### config.mk
export PLATFORM = sky130hd
export DESIGN_NAME = ifid_fetch_buffer_flat
export DESIGN_NICKNAME = d
export VERILOG_FILES = /design/src/rtl/cpu_pipe_pkg.sv /design/src/rtl/ifid_fetch_buffer_if.sv /design/src/rtl/ifid_fifo_mem.sv /design/src/rtl/ifid_fetch_buffer.sv /design/src/flat_wrapper.sv
export SDC_FILE = /design/constraint.sdc
export NUM_CORES = 1
export LEC_CHECK = 0
export ABC_AREA = 1
export ABC_CLOCK_PERIOD_IN_PS = 2500
export BUFFER_PORTS_ARGS = -buffer_cell sky130_fd_sc_hd__buf_2
export CAP_MARGIN = 20
export CORE_MARGIN = 5
export CORE_UTILIZATION = 55
export DETAILED_ROUTE_END_ITERATION = 6
export PLACE_DENSITY = 0.79
export SYNTH_ARGS = -nofsm -noshare
export SYNTH_HDL_FRONTEND = slang
export SYNTH_SLANG_ARGS = --single-unit
### constraint.sdc
create_clock -name clk -period 2.5 [get_ports clk]
set_input_delay 0.375 -clock clk [delete_from_list [all_inputs] [get_ports clk]]
set_output_delay 0.375 -clock clk [all_outputs]
set_load 0.01 [all_outputs]
### src/rtl/cpu_pipe_pkg.sv
// Shared pipeline definitions for the fetch/decode boundary: widths, instruction
// field positions and the entry type carried through the fetch buffer.
package cpu_pipe_pkg;

  localparam int INSTR_W   = 32;
  localparam int ADDR_W    = 32;

  localparam int OPC_MSB   = 31;
  localparam int OPC_LSB   = 26;
  localparam int IMM_MSB   = 15;
  localparam int JADDR_MSB = 25;

  typedef struct packed {
    logic [ADDR_W-1:0]  pc;
    logic [ADDR_W-1:0]  pc_plus_four;
    logic [INSTR_W-1:0] instr;
  } fetch_entry_t;

  localparam int ENTRY_W = $bits(fetch_entry_t);

endpackage

### src/rtl/ifid_fetch_buffer_if.sv
// Valid/ready instruction stream carrying PC, PC+4 and the instruction word.
// The producer uses the master modport, the consumer the slave modport.
interface ifid_fetch_buffer_if;
  import cpu_pipe_pkg::*;

  logic               valid;
  logic               ready;
  logic [ADDR_W-1:0]  pc;
  logic [ADDR_W-1:0]  pc_plus_four;
  logic [INSTR_W-1:0] instr;

  modport master (output valid, output pc, output pc_plus_four, output instr, input ready);
  modport slave  (input valid, input pc, input pc_plus_four, input instr, output ready);

endinterface

### src/rtl/ifid_fifo_mem.sv
// DEPTH-entry register array holding queued fetch entries; one write port and
// one combinational read port, cleared on reset.
module ifid_fifo_mem
  import cpu_pipe_pkg::*;
#(
  parameter int DEPTH = 2,
  parameter int PTR_W = $clog2(DEPTH)
) (
  input  logic             clk,
  input  logic             rst_n,
  input  logic             wr_en,
  input  logic [PTR_W-1:0] wr_ptr,
  input  fetch_entry_t     wr_data,
  input  logic [PTR_W-1:0] rd_ptr,
  output fetch_entry_t     rd_data
);

  fetch_entry_t mem [DEPTH];

  always_ff @(posedge clk or negedge rst_n) begin
    if (!rst_n) begin
      for (int i = 0; i < DEPTH; i++) begin
        mem[i] <= '0;
      end
    end else if (wr_en) begin
      mem[wr_ptr] <= wr_data;
    end
  end

  assign rd_data = mem[rd_ptr];

endmodule

### src/rtl/ifid_fetch_buffer.sv
// Fetch-to-decode queue with fully registered outputs. The head entry lives in
// its own output register; the array behind it supplies the next head on a pop.
module ifid_fetch_buffer
  import cpu_pipe_pkg::*;
#(
  parameter int DEPTH       = 2,
  parameter int STALL_CNT_W = 16
) (
  input  logic                     clk,
  input  logic                     rst_n,
  ifid_fetch_buffer_if.slave       fetch,
  input  logic                     flush,
  ifid_fetch_buffer_if.master      id,
  output logic [5:0]               id_opcode,
  output logic [15:0]              id_branch_addr,
  output logic [25:0]              id_jump_addr,
  output logic [$clog2(DEPTH):0]   occupancy,
  output logic [STALL_CNT_W-1:0]   stall_cycles
);

  localparam int PTR_W = $clog2(DEPTH);
  localparam int CNT_W = PTR_W + 1;

  logic [PTR_W-1:0]       wr_ptr_q;
  logic [PTR_W-1:0]       rd_ptr_q;
  logic [PTR_W-1:0]       rd_ptr_inc;
  logic [CNT_W-1:0]       count_q;
  logic [CNT_W-1:0]       count_next;
  logic                   fetch_ready_q;
  logic                   id_valid_q;
  logic [STALL_CNT_W-1:0] stall_q;
  fetch_entry_t           head_q;
  fetch_entry_t           head_next;
  fetch_entry_t           in_entry;
  fetch_entry_t           mem_rd_data;
  logic                   push;
  logic                   pop;
  logic                   wr_en;

  assign in_entry   = '{pc: fetch.pc, pc_plus_four: fetch.pc_plus_four, instr: fetch.instr};
  assign push       = fetch.valid & fetch_ready_q;
  assign pop        = id_valid_q & id.ready;
  assign wr_en      = push & ~flush;
  assign rd_ptr_inc = rd_ptr_q + 1'b1;

  // The array is always written on a push, even when that entry also goes
  // straight into the head register, so pointers and count stay in lockstep.
  ifid_fifo_mem #(
    .DEPTH (DEPTH),
    .PTR_W (PTR_W)
  ) u_mem (
    .clk     (clk),
    .rst_n   (rst_n),
    .wr_en   (wr_en),
    .wr_ptr  (wr_ptr_q),
    .wr_data (in_entry),
    .rd_ptr  (rd_ptr_inc),
    .rd_data (mem_rd_data)
  );

  // Next occupancy and the entry that will sit at the head after this edge;
  // with no entry left the head register keeps its last contents.
  always_comb begin
    count_next = count_q;
    head_next  = head_q;
    if (flush) begin
      count_next = '0;
    end else begin
      case ({push, pop})
        2'b10:   count_next = count_q + 1'b1;
        2'b01:   count_next = count_q - 1'b1;
        default: count_next = count_q;
      endcase
    end
    if (!flush && (count_next != '0)) begin
      if (pop) begin
        head_next = (count_q == CNT_W'(1)) ? in_entry : mem_rd_data;
      end else if (count_q == '0) begin
        head_next = in_entry;
      end
    end
  end

  always_ff @(posedge clk or negedge rst_n) begin
    if (!rst_n) begin
      count_q       <= '0;
      wr_ptr_q      <= '0;
      rd_ptr_q      <= '0;
      fetch_ready_q <= 1'b0;
      id_valid_q    <= 1'b0;
      head_q        <= '0;
    end else begin
      count_q       <= count_next;
      fetch_ready_q <= (count_next < CNT_W'(DEPTH));
      id_valid_q    <= (count_next != '0);
      head_q        <= head_next;
      if (flush) begin
        wr_ptr_q <= '0;
        rd_ptr_q <= '0;
      end else begin
        if (push) wr_ptr_q <= wr_ptr_q + 1'b1;
        if (pop)  rd_ptr_q <= rd_ptr_q + 1'b1;
      end
    end
  end

  // Decode back-pressure counter; saturates and survives flushes.
  always_ff @(posedge clk or negedge rst_n) begin
    if (!rst_n) begin
      stall_q <= '0;
    end else if (id_valid_q && !id.ready && (stall_q != '1)) begin
      stall_q <= stall_q + 1'b1;
    end
  end

  assign fetch.ready     = fetch_ready_q;
  assign id.valid        = id_valid_q;
  assign id.pc           = head_q.pc;
  assign id.pc_plus_four = head_q.pc_plus_four;
  assign id.instr        = head_q.instr;
  assign id_opcode       = head_q.instr[OPC_MSB:OPC_LSB];
  assign id_branch_addr  = head_q.instr[IMM_MSB:0];
  assign id_jump_addr    = head_q.instr[JADDR_MSB:0];
  assign occupancy       = count_q;
  assign stall_cycles    = stall_q;

endmodule

### src/flat_wrapper.sv
// flat-port wrapper written by rule: the top's interface ports become plain ports
module ifid_fetch_buffer_flat import cpu_pipe_pkg::*;
#(
  parameter int DEPTH       = 2,
  parameter int STALL_CNT_W = 16
)
  (clk, rst_n, flush, id_opcode, id_branch_addr, id_jump_addr, occupancy, stall_cycles, fetch_valid, fetch_pc, fetch_pc_plus_four, fetch_instr, fetch_ready, id_valid, id_pc, id_pc_plus_four, id_instr, id_ready);
  ifid_fetch_buffer_if fetch_i ();
  ifid_fetch_buffer_if id_i ();
  input  logic clk;
  input  logic rst_n;
  input  logic flush;
  output logic [5:0] id_opcode;
  output logic [15:0] id_branch_addr;
  output logic [25:0] id_jump_addr;
  output logic [$clog2(DEPTH):0] occupancy;
  output logic [STALL_CNT_W-1:0] stall_cycles;
  input wire logic [$bits(fetch_i.valid)-1:0] fetch_valid;
  input wire logic [$bits(fetch_i.pc)-1:0] fetch_pc;
  input wire logic [$bits(fetch_i.pc_plus_four)-1:0] fetch_pc_plus_four;
  input wire logic [$bits(fetch_i.instr)-1:0] fetch_instr;
  output wire logic [$bits(fetch_i.ready)-1:0] fetch_ready;
  output wire logic [$bits(id_i.valid)-1:0] id_valid;
  output wire logic [$bits(id_i.pc)-1:0] id_pc;
  output wire logic [$bits(id_i.pc_plus_four)-1:0] id_pc_plus_four;
  output wire logic [$bits(id_i.instr)-1:0] id_instr;
  input wire logic [$bits(id_i.ready)-1:0] id_ready;
  assign fetch_i.valid = fetch_valid;
  assign fetch_i.pc = fetch_pc;
  assign fetch_i.pc_plus_four = fetch_pc_plus_four;
  assign fetch_i.instr = fetch_instr;
  assign fetch_ready = fetch_i.ready;
  assign id_valid = id_i.valid;
  assign id_pc = id_i.pc;
  assign id_pc_plus_four = id_i.pc_plus_four;
  assign id_instr = id_i.instr;
  assign id_i.ready = id_ready;
  ifid_fetch_buffer #(.DEPTH(DEPTH), .STALL_CNT_W(STALL_CNT_W)) u_core (.clk(clk), .rst_n(rst_n), .fetch(fetch_i), .flush(flush), .id(id_i), .id_opcode(id_opcode), .id_branch_addr(id_branch_addr), .id_jump_addr(id_jump_addr), .occupancy(occupancy), .stall_cycles(stall_cycles));
endmodule
Yosys cells after proc, flatten, opt, wreduce, memory -nomap -nowiden
Cells that the tools add are included.

storage, ports and cells
  register bits after elaboration = 310
  logic and storage cells = 61
  input bits = 101
  output and inout bits = 164

operators by class
  muxes and demuxes = 15
  reduce and logical (&&, ||, !) cells = 12
  order comparisons = 4
  add/sub/neg operators = 5
  bitwise operators = 6
  equality and inequality tests = 4

operators with widths
  kind                                                                   number
  96-bit 2-to-1 mux                                                      7
  192-bit bitwise mux                                                    1
  96-bit demux with 1-bit select                                         1
  16-bit by 1-bit adder with 16-bit output (second input constant)       1
  16-bit inequality test (second input constant)                         1
  2-bit nonzero test                                                     4
  2-bit by 1-bit == test with 1-bit output (second input constant)       2
  2-bit greater-or-equal comparator (second input constant)              2
  1-bit logical AND                                                      4
  1-bit 2-to-1 mux                                                       4
  1-bit inverter with 2-bit output                                       2
  2-bit case mux with 2 select lines                                     1
  1-bit AND                                                              3
  1-bit adder (second input constant)                                    2
  2-bit by 1-bit adder with 2-bit output (second input constant)         1
  2-bit == test (second input constant)                                  1
  1-bit logical NOT                                                      2
  2-bit logical NOT                                                      1
  2-bit by 1-bit < comparator with 1-bit output (second input constant)  1
  2-bit < comparator (second input constant)                             1
  2-bit 2-to-1 mux                                                       1
  2-bit AND reduction                                                    1
  2-bit by 1-bit subtractor with 2-bit output (second input constant)    1
  1-bit inverter                                                         1

Depth between registers and ports, before layout
Gate-level depths: netlist (run 1).

  depth in word-level cells = 7
  depth in mapped cells = 13
  mapped depth without buffers = 11

Modules after synthesis
Synthesis (run 1) repeated with hierarchy kept, for this count alone.

second synthesis, totals
  cells, all modules = 2080
  area total of the unflattened synthesis = 15608.7 µm²

by module, submodules not included
  module             area an instance (µm²)  cells each  seq. area each (µm²)  instances
  ifid_fifo_mem      8913.5                  1143        4804.6                1
  ifid_fetch_buffer  6695.2                  937         2952.8                1

Worst setup path after synthesis (run 1)
No wires, ideal clock.

  kind = register -> register
  start point = register u_core.count_q[0] (netlist: u_core.occupancy[0])
  end point = register u_core.head_q, in the netlist u_core.id.instr[10]
  cell stages (with the launch flop) = 14
  path slack = 0.775 ns
  period minus slack after synthesis = 1.725 ns
  required time = 2.383 ns
  arrival = 1.608 ns
  setup time = 0.117 ns
  path buffers = 2
  cells stage by stage = dfrtp_1 > inv_1 > ha_1 > inv_1 > nand3_1 > nand2_1 > inv_1 > nand3_2 > nand2_4 > nand2_2 > buf_6 > buf_2 > nand2_1 > nand2_1

on the way
  longest elaborated chain between the ends = 6
  elaborated cells between the ends (all ways) = 12
  those cells by class = add/sub (2); eq/ne (1); mux (4); reduce/logical (5)

ends and longest elaborated chain
  item                                                                                                   RTL line                                          source
  start: declaration                                                                                     ifid_fetch_buffer.sv:27                           logic [CNT_W-1:0] count_q;
  start signal: assignment                                                                               ifid_fetch_buffer.sv:93                           count_q <= count_next;
  2-bit by 1-bit subtractor with 2-bit output or 2-bit by 1-bit adder with 2-bit output (tied branches)  ifid_fetch_buffer.sv:71, ifid_fetch_buffer.sv:70
  2-bit case mux with 2 select lines                                                                     ifid_fetch_buffer.sv:69                           case ({push, pop})
  2-bit 2-to-1 mux                                                                                       ifid_fetch_buffer.sv:66                           if (flush) begin
  2-bit nonzero test                                                                                     ifid_fetch_buffer.sv:75                           if (!flush && (count_next != '0)) begin
  1-bit logical AND                                                                                      ifid_fetch_buffer.sv:75
  2-bit AND reduction (no source line)                                                                   -
  end signal: assignment                                                                                 ifid_fetch_buffer.sv:96                           head_q <= head_next;
  end: declaration                                                                                       ifid_fetch_buffer.sv:32                           fetch_entry_t head_q;

Several ways; a longest one is shown, not always the timed one.
A chain may end at the register's enable or synchronous reset.

Worst setup path in the final report (run 1)
  start point = register u_core.count_q[0] (netlist: u_core.occupancy[0])
  end point = register u_core.head_q, in the netlist u_core.id.pc_plus_four[21]

The elaborated chain is that of the path after synthesis.

==> results of run 1 <==
where the power goes:
part | switching [W] | total [W] | internal (W) | leakage, nW
registers | 0.00140 | 0.00868 | 0.00728 | 3.87
logic | 0.00452 | 0.00723 | 0.00271 | 4.36
clock network | 0.00196 | 0.00506 | 0.00311 | 0.554
path summary, 6_finish.rpt:
path	slack, ns	start	endpoint
setup / recovery	0.51	u_core.occupancy[0]	u_core.id.pc_plus_four[21]
hold / removal	0.15	fetch_instr[0]	u_core.u_mem.mem[0]
setup reg to reg	0.51	u_core.occupancy[0]	u_core.id.pc_plus_four[21]
hold reg to reg	0.46	u_core.id.pc_plus_four[6]	u_core.id.pc_plus_four[6]
max in group asynchronous	1.27	rst_n	u_core.id.pc_plus_four[11]
min in group asynchronous	0.37	rst_n	u_core.stall_cycles[0]
final cells by class:
class / instances / area [um^2]
Tap cell: 335 / 419
Clock buffer: 45 / 963
Timing Repair Buffer: 289 / 1720
Multi-Input combinational cell: 1183 / 5230
Clock inverter: 10 / 154
Fill cell: 2178 / 9060
Antenna cell: 4 / 10.0
Sequential cell: 310 / 7760
Inverter: 117 / 440
cells in the mapped netlist (all sizes together):
cell / n
a21oi: 1
a31oi: 96
buf: 106
clkbuf: 60
dfrtp: 310
ha: 3
inv: 117
nand2: 639
nand3: 112
nand3b: 1
nand4: 1
nor2: 111
nor3: 5
o21ai: 203
or2: 1
xnor2: 5
xor2: 5
routing by layer:
layer	global-route usage [%]	wire length, um	vias up
met5	0	48	-
met4	6.89	838	8
met3	5.38	3250	64
met2	39.3	16900	524
met1	35.0	15800	5907
li1	-	-	5956
stage by stage:
step / instance area [um^2] / hold slack (ns) / cells / worst slack [ns]
after global placement: 15600 / 0.330 / 2233 / 0.566
after detailed placement: 15600 / 0.334 / 2233 / 0.472
after global routing: 16700 / 0.153 / 2291 / 0.351
after CTS: 16700 / 0.139 / 2289 / 0.504
after floorplan: 14300 / 0.0794 / 1776 / 0.775
final: 16700 / 0.152 / 2293 / 0.506
worst max-delay path, stage by stage (launching register included):
cell,delay (ns)
dfrtp_1,0.38
inv_1,0.07
ha_1,0.31
inv_1,0.06
nand3_1,0.07
nand2_1,0.08
inv_1,0.04
nand3_2,0.09
nand2_4,0.08
nand2_4,0.32
buf_4,0.27
nand2_1,0.08
nand2_1,0.06
registers in the layout, indices dropped and copies added, names as in the netlist:
register,cells
u_core.occupancy,2
u_core.id.pc_plus_four,32
u_core.wr_ptr_q,1
u_core.u_mem.mem,192
u_core.id.instr,32
u_core.fetch.ready,1
u_core.id.valid,1
u_core.id.pc,32
u_core.stall_cycles,16
u_core.rd_ptr_q,1
cell families after synthesis:
logic type | share of synthesized area (%)
AND/OR/NAND/NOR | 24.2
AO/OA/AOI/OAI | 11.4
flip-flops | 54.4
buffers and inverters | 9.20
XOR/XNOR | 0.614
adder cells (fa/ha/maj) | 0.263
what timing repair did:
action / CTS / global route
hold buffers: 1 / 0
endpoints found under the hold margin: 52 / 0
setup buffers: 0 / 0
==> flow_summary.yaml, run 1 <==
run_status:
  outcome: "finished clean"
grt:
  globalRouteOverflowTotal: 0
  grt_max_degree: 105
  grt_pass1_wl_um: 59800
  grt_pass1_vias: 11800
  grt_usage_pct: 24.8
  antenna_found_initial: 7
timing:
  rsz0062_at_grt: "no"
  setup_tns_ns: 0
  setup_viol: 0
  skew_ns: 0.0219
  finalHoldViolCount: 0
  slew_headroom_pct: 66.1
  tightestPinTransition_ns: 0.508
  fmax_ghz: 0.502
  slew_violations: 0
  min_period_ns: 1.99
  fin_crit_sh_pct: 79.7
routing:
  ant_nets: 0
  wl_per_cell_um: 16.0
  viasPerCell: 5.43
  drt_pass1_iterations: 5
  drc: 0
  routed-via-count: 12500
  wl_um: 36800
  drt_iter0_drc: 1098
yosys:
  netlist_area_mm2: 0.0143
  seq_area_frac_synth_pct: 54.4
  syn_avg_cell_area_um2: 8.03
  ys_types: 25
  synth-seq-cells: 310
  yosys.area.top_type_share_pct: 54.4
  synth_warnings: 0
  yosysTopAreaCell: "dfrtp_1"
  synth_nets: 1880
  syn_inst: 1776
  synth_area_leaders: "dfrtp_1 54%, nand2_1 17%, o21ai_0 6.9%"
setup_path:
  worstPathMaxFanout: 25
  endpoint_kind: "flip-flop"
  r2r_cells: 12
  cp-start-kind: "flip-flop"
  required_ns: 2.93
  crit_type: "flip-flop to flip-flop"
  worst_ep_arrival_time_ns: 2.42
power:
  power.total_w: 0.0210
  p_per_area_mw_per_mm2: 1260
  p_leak_nw: 8.79
  irDropWorstVdd_uv: 917
cells_and_area:
  utilization_pct: 64.8
  area_delta_synth_final_pct: 17.1
  layout_common_cells: "635 x nand2_1, 309 x dfrtp_1, 263 x buf_2"
  final_layout_size_suffix_gt1_share_pct: 18.0
  mostFrequentLayoutCell: "nand2_1"
  layout.nets: 2039
job:
  cap_violations: 0
clock_network:
  numCtsBuffers: 34
  cts_resized: 0
  cts_tree: "built"
  cts.clk_slew.worst_paths_ns: 0.06
  clkLatencyLatePin_ns: 0.51
  root_buffer: "clkbuf_16"
  cts.path.max_buffers: 3
  htree_levels: 2
  cts.sinks: 310
die:
  initial_core_util_pct: 55.4
  pin_count: 265
  fp.dieH_um: 171
  fp.dieW_um: 171
  die_area_mm2: 0.0293
  core_mm2: 0.0258
  rows: 59
place:
  io_buffers: 264
  dp_hpwl_um: 23000
  gp_congestion: 0.866
min_path:
  whs_path_depth: 3
  min_path_type: "primary input to flip-flop"
Note: power is estimated with default switching activity, not from simulation.
==> run 2: changes to the inputs <==
--- a/config.mk
+++ b/config.mk
@@ -6,7 +6,7 @@
 export NUM_CORES = 1
 export LEC_CHECK = 0
 export ABC_AREA = 1
-export ABC_CLOCK_PERIOD_IN_PS = 2500
+export ABC_CLOCK_PERIOD_IN_PS = 1900
 export BUFFER_PORTS_ARGS = -buffer_cell sky130_fd_sc_hd__buf_2
 export CAP_MARGIN = 20
 export CORE_MARGIN = 5
==> constraint.sdc (replaced) <==
create_clock -name clk -period 1.9 [get_ports clk]
set_input_delay 0.285 -clock clk [delete_from_list [all_inputs] [get_ports clk]]
set_output_delay 0.285 -clock clk [all_outputs]
set_load 0.01 [all_outputs]
==> run 2 against run 1 <==
Against the previous run:
- critical path depth stayed put
- global-route usage is 0.64 points higher
- final cell count is 1.7% higher
- sequential cell count stayed put
- utilization is 2.4 points higher
- power is 38% higher
- fmax is 9.0% higher
- via count is 3.4% higher
- die area stayed put
- critical endpoint is now u_core.id.instr[26]
==> flow_summary.yaml, run 2 (same netlist as run 1, synthesis figures left out) <==
die:
  core_mm2: 0.0258
  initial_core_util_pct: 55.4
  fp.dieW_um: 171
  pin_count: 265
  die_area_mm2: 0.0293
  fp.dieH_um: 171
  rows: 59
setup_path:
  crit_type: "flip-flop to flip-flop"
  endpoint_kind: "flip-flop"
  r2r_cells: 12
  r2r-start: "u_core.occupancy[0]"
  endpoint: "u_core.id.instr[26]"
  slowest_stage: "dfrtp_1"
  reg2reg_to: "u_core.id.instr[26]"
  worst_ep_arrival_time_ns: 2.22
  cp_slowest_stage_delay_ns: 0.41
  crit_chain: "inv_2, ha_4, inv_1, nand3_1, nand2_1, inv_2, nand3_4, nand2_8, nand2_8, clkbuf_16, nand2_1, nand2_1"
  crit_start: "u_core.occupancy[0]"
  cp-start-kind: "flip-flop"
  reg2reg_slack_ns: 0.07
  worstPathMaxFanout: 11
  required_ns: 2.29
  cp_common_cell: "nand2_1"
power:
  p_comb_share_pct: 37.3
  switching_share_pct: 38.1
  power_frac_clock_pct: 23.3
  power.total_w: 0.0290
  switching_power_w: 0.0110
  p_per_area_mw_per_mm2: 1670
  irDropWorstVdd_uv: 1220
  p_int_w: 0.0180
  p_leak_nw: 9.09
  p_seq_share_pct: 39.4
timing:
  tightestPinTransition_ns: 0.469
  hold_slack_ns: 0.0525
  setup_slack_ns: 0.0704
  min_period_ns: 1.83
  fmax_ghz: 0.547
  fin_crit_sh_pct: 96.3
  slew_violations: 0
  skew_ns: 0.0124
  finalHoldViolCount: 0
  setup_viol: 0
  slew_headroom_pct: 68.7
place:
  io_buffers: 264
  post-place-ws_ns: 0.0610
  dp_hpwl_um: 24400
  gp_congestion: 0.864
  place_inst: 2249
  placed_area_mm2: 0.0158
routing:
  routed-via-count: 12900
  viasPerCell: 5.53
  ant_nets: 0
  drt_pass1_iterations: 6
  wl_um: 40600
  drc: 0
  wl_per_cell_um: 17.4
  drt_iter0_drc: 1315
min_path:
  min_path_type: "primary input to flip-flop"
  hold_start: "fetch_pc[24]"
job:
  cap_violations: 0
grt:
  grt_pass1_wl_um: 61200
  globalRouteOverflowTotal: 0
  grt_max_degree: 82
  grt_pass1_vias: 12100
  grt_usage_pct: 25.5
  antenna_found_initial: 7
clock_network:
  clkLatencyLatePin_ns: 0.51
  numCtsBuffers: 35
  cts.path.max_buffers: 3
  cts.clk_slew.worst_paths_ns: 0.06
  htree_levels: 2
  cts.sinks: 310
  root_buffer: "clkbuf_16"
  cts_tree: "built"
cells_and_area:
  instances_no_fill: 2331
  finalInstanceArea_mm2: 0.0173
  final_layout_size_suffix_gt1_share_pct: 20.0
  fillCellCount: 2022
  multi_input_area_mm2: 0.00529
  area_delta_synth_final_pct: 21.5
  layout_common_cells: "635 x nand2_1, 309 x dfrtp_1, 263 x buf_2"
  regMostFlops: "u_core.u_mem.mem"
  largest_reg_flops: 192
  mostFrequentLayoutCell: "nand2_1"
  layout.nets: 2073
  seqCellArea_mm2: 0.00776
run_status:
  outcome: "finished clean"
-- run 2: changes by cell type in the layout (fill, tap and decap cells not counted), sizes merged --
cell,before,now
diode,4,2
clkinv,6,7
clkbuf,45,62
nand2,639,640
buf,288,312
bufinv,4,1
clkinvlp,0,1
inv,117,116
-- run 2: how the worst min path moves through the flow --
stage | to | slack (ns) | cells after the start
floorplan | u_core.fetch.ready | -0.01 | 0
global placement | u_core.u_mem.mem[62] | 0.25 | 1
detailed placement | u_core.u_mem.mem[62] | 0.25 | 1
CTS | u_core.u_mem.mem[184] | 0.04 | 3
global route | u_core.u_mem.mem[66] | 0.06 | 3
finish | u_core.u_mem.mem[184] | 0.05 | 3
-- run 2: layout make-up --
cell class	instances	share of cell area (%)
Antenna cell	2	0.0289
Inverter	117	2.54
Sequential cell	310	44.8
Multi-Input combinational cell	1184	30.5
Clock buffer	54	6.35
Clock inverter	8	0.412
Tap cell	335	2.42
Timing Repair Buffer	321	12.9
-- run 2: power groups by stage --
stage                     clock network [W]  registers [W]  logic (W)
after CTS                           0.00684         0.0114    0.00986
after global placement                    0         0.0113    0.00948
after floorplan                           0         0.0116    0.00622
final                               0.00675         0.0114     0.0108
after detailed placement                  0         0.0115    0.00978
after global routing                0.00714         0.0118     0.0121
-- run 2: timing repair --
action / 4_1_cts / 5_1_grt
hold buffers: 1 / 0
setup endpoints to repair: 0 / 102
setup buffers: 0 / 6
hold endpoints to repair: 40 / 0
resized for setup: 0 / 16
-- run 2: worst max-delay path: cells and delay by family, from the launching register on --
kind          cells  cell delay (ns)
buf+inv           4             0.39
fa+ha+maj         1             0.26
flops             1             0.41
simple gates      7             0.65
-- run 2: stage by stage --
stage | utilization (%) | setup TNS [ns]
2_1_floorplan | - | 0
3_3_place_gp | 61.2 | 0
3_5_place_dp | 61.2 | 0
4_1_cts | 65.7 | 0
5_1_grt | 67.3 | -0.00323
6_report | 67.3 | 0
-- run 2: routing by layer --
metal	share of wire (%)	global-route usage [%]	vias up
met5	0.14	0	-
met4	1.5	6.06	10
met3	8.6	5.45	64
met2	47	41.6	588
met1	42	35.2	6191
li1	-	-	6035
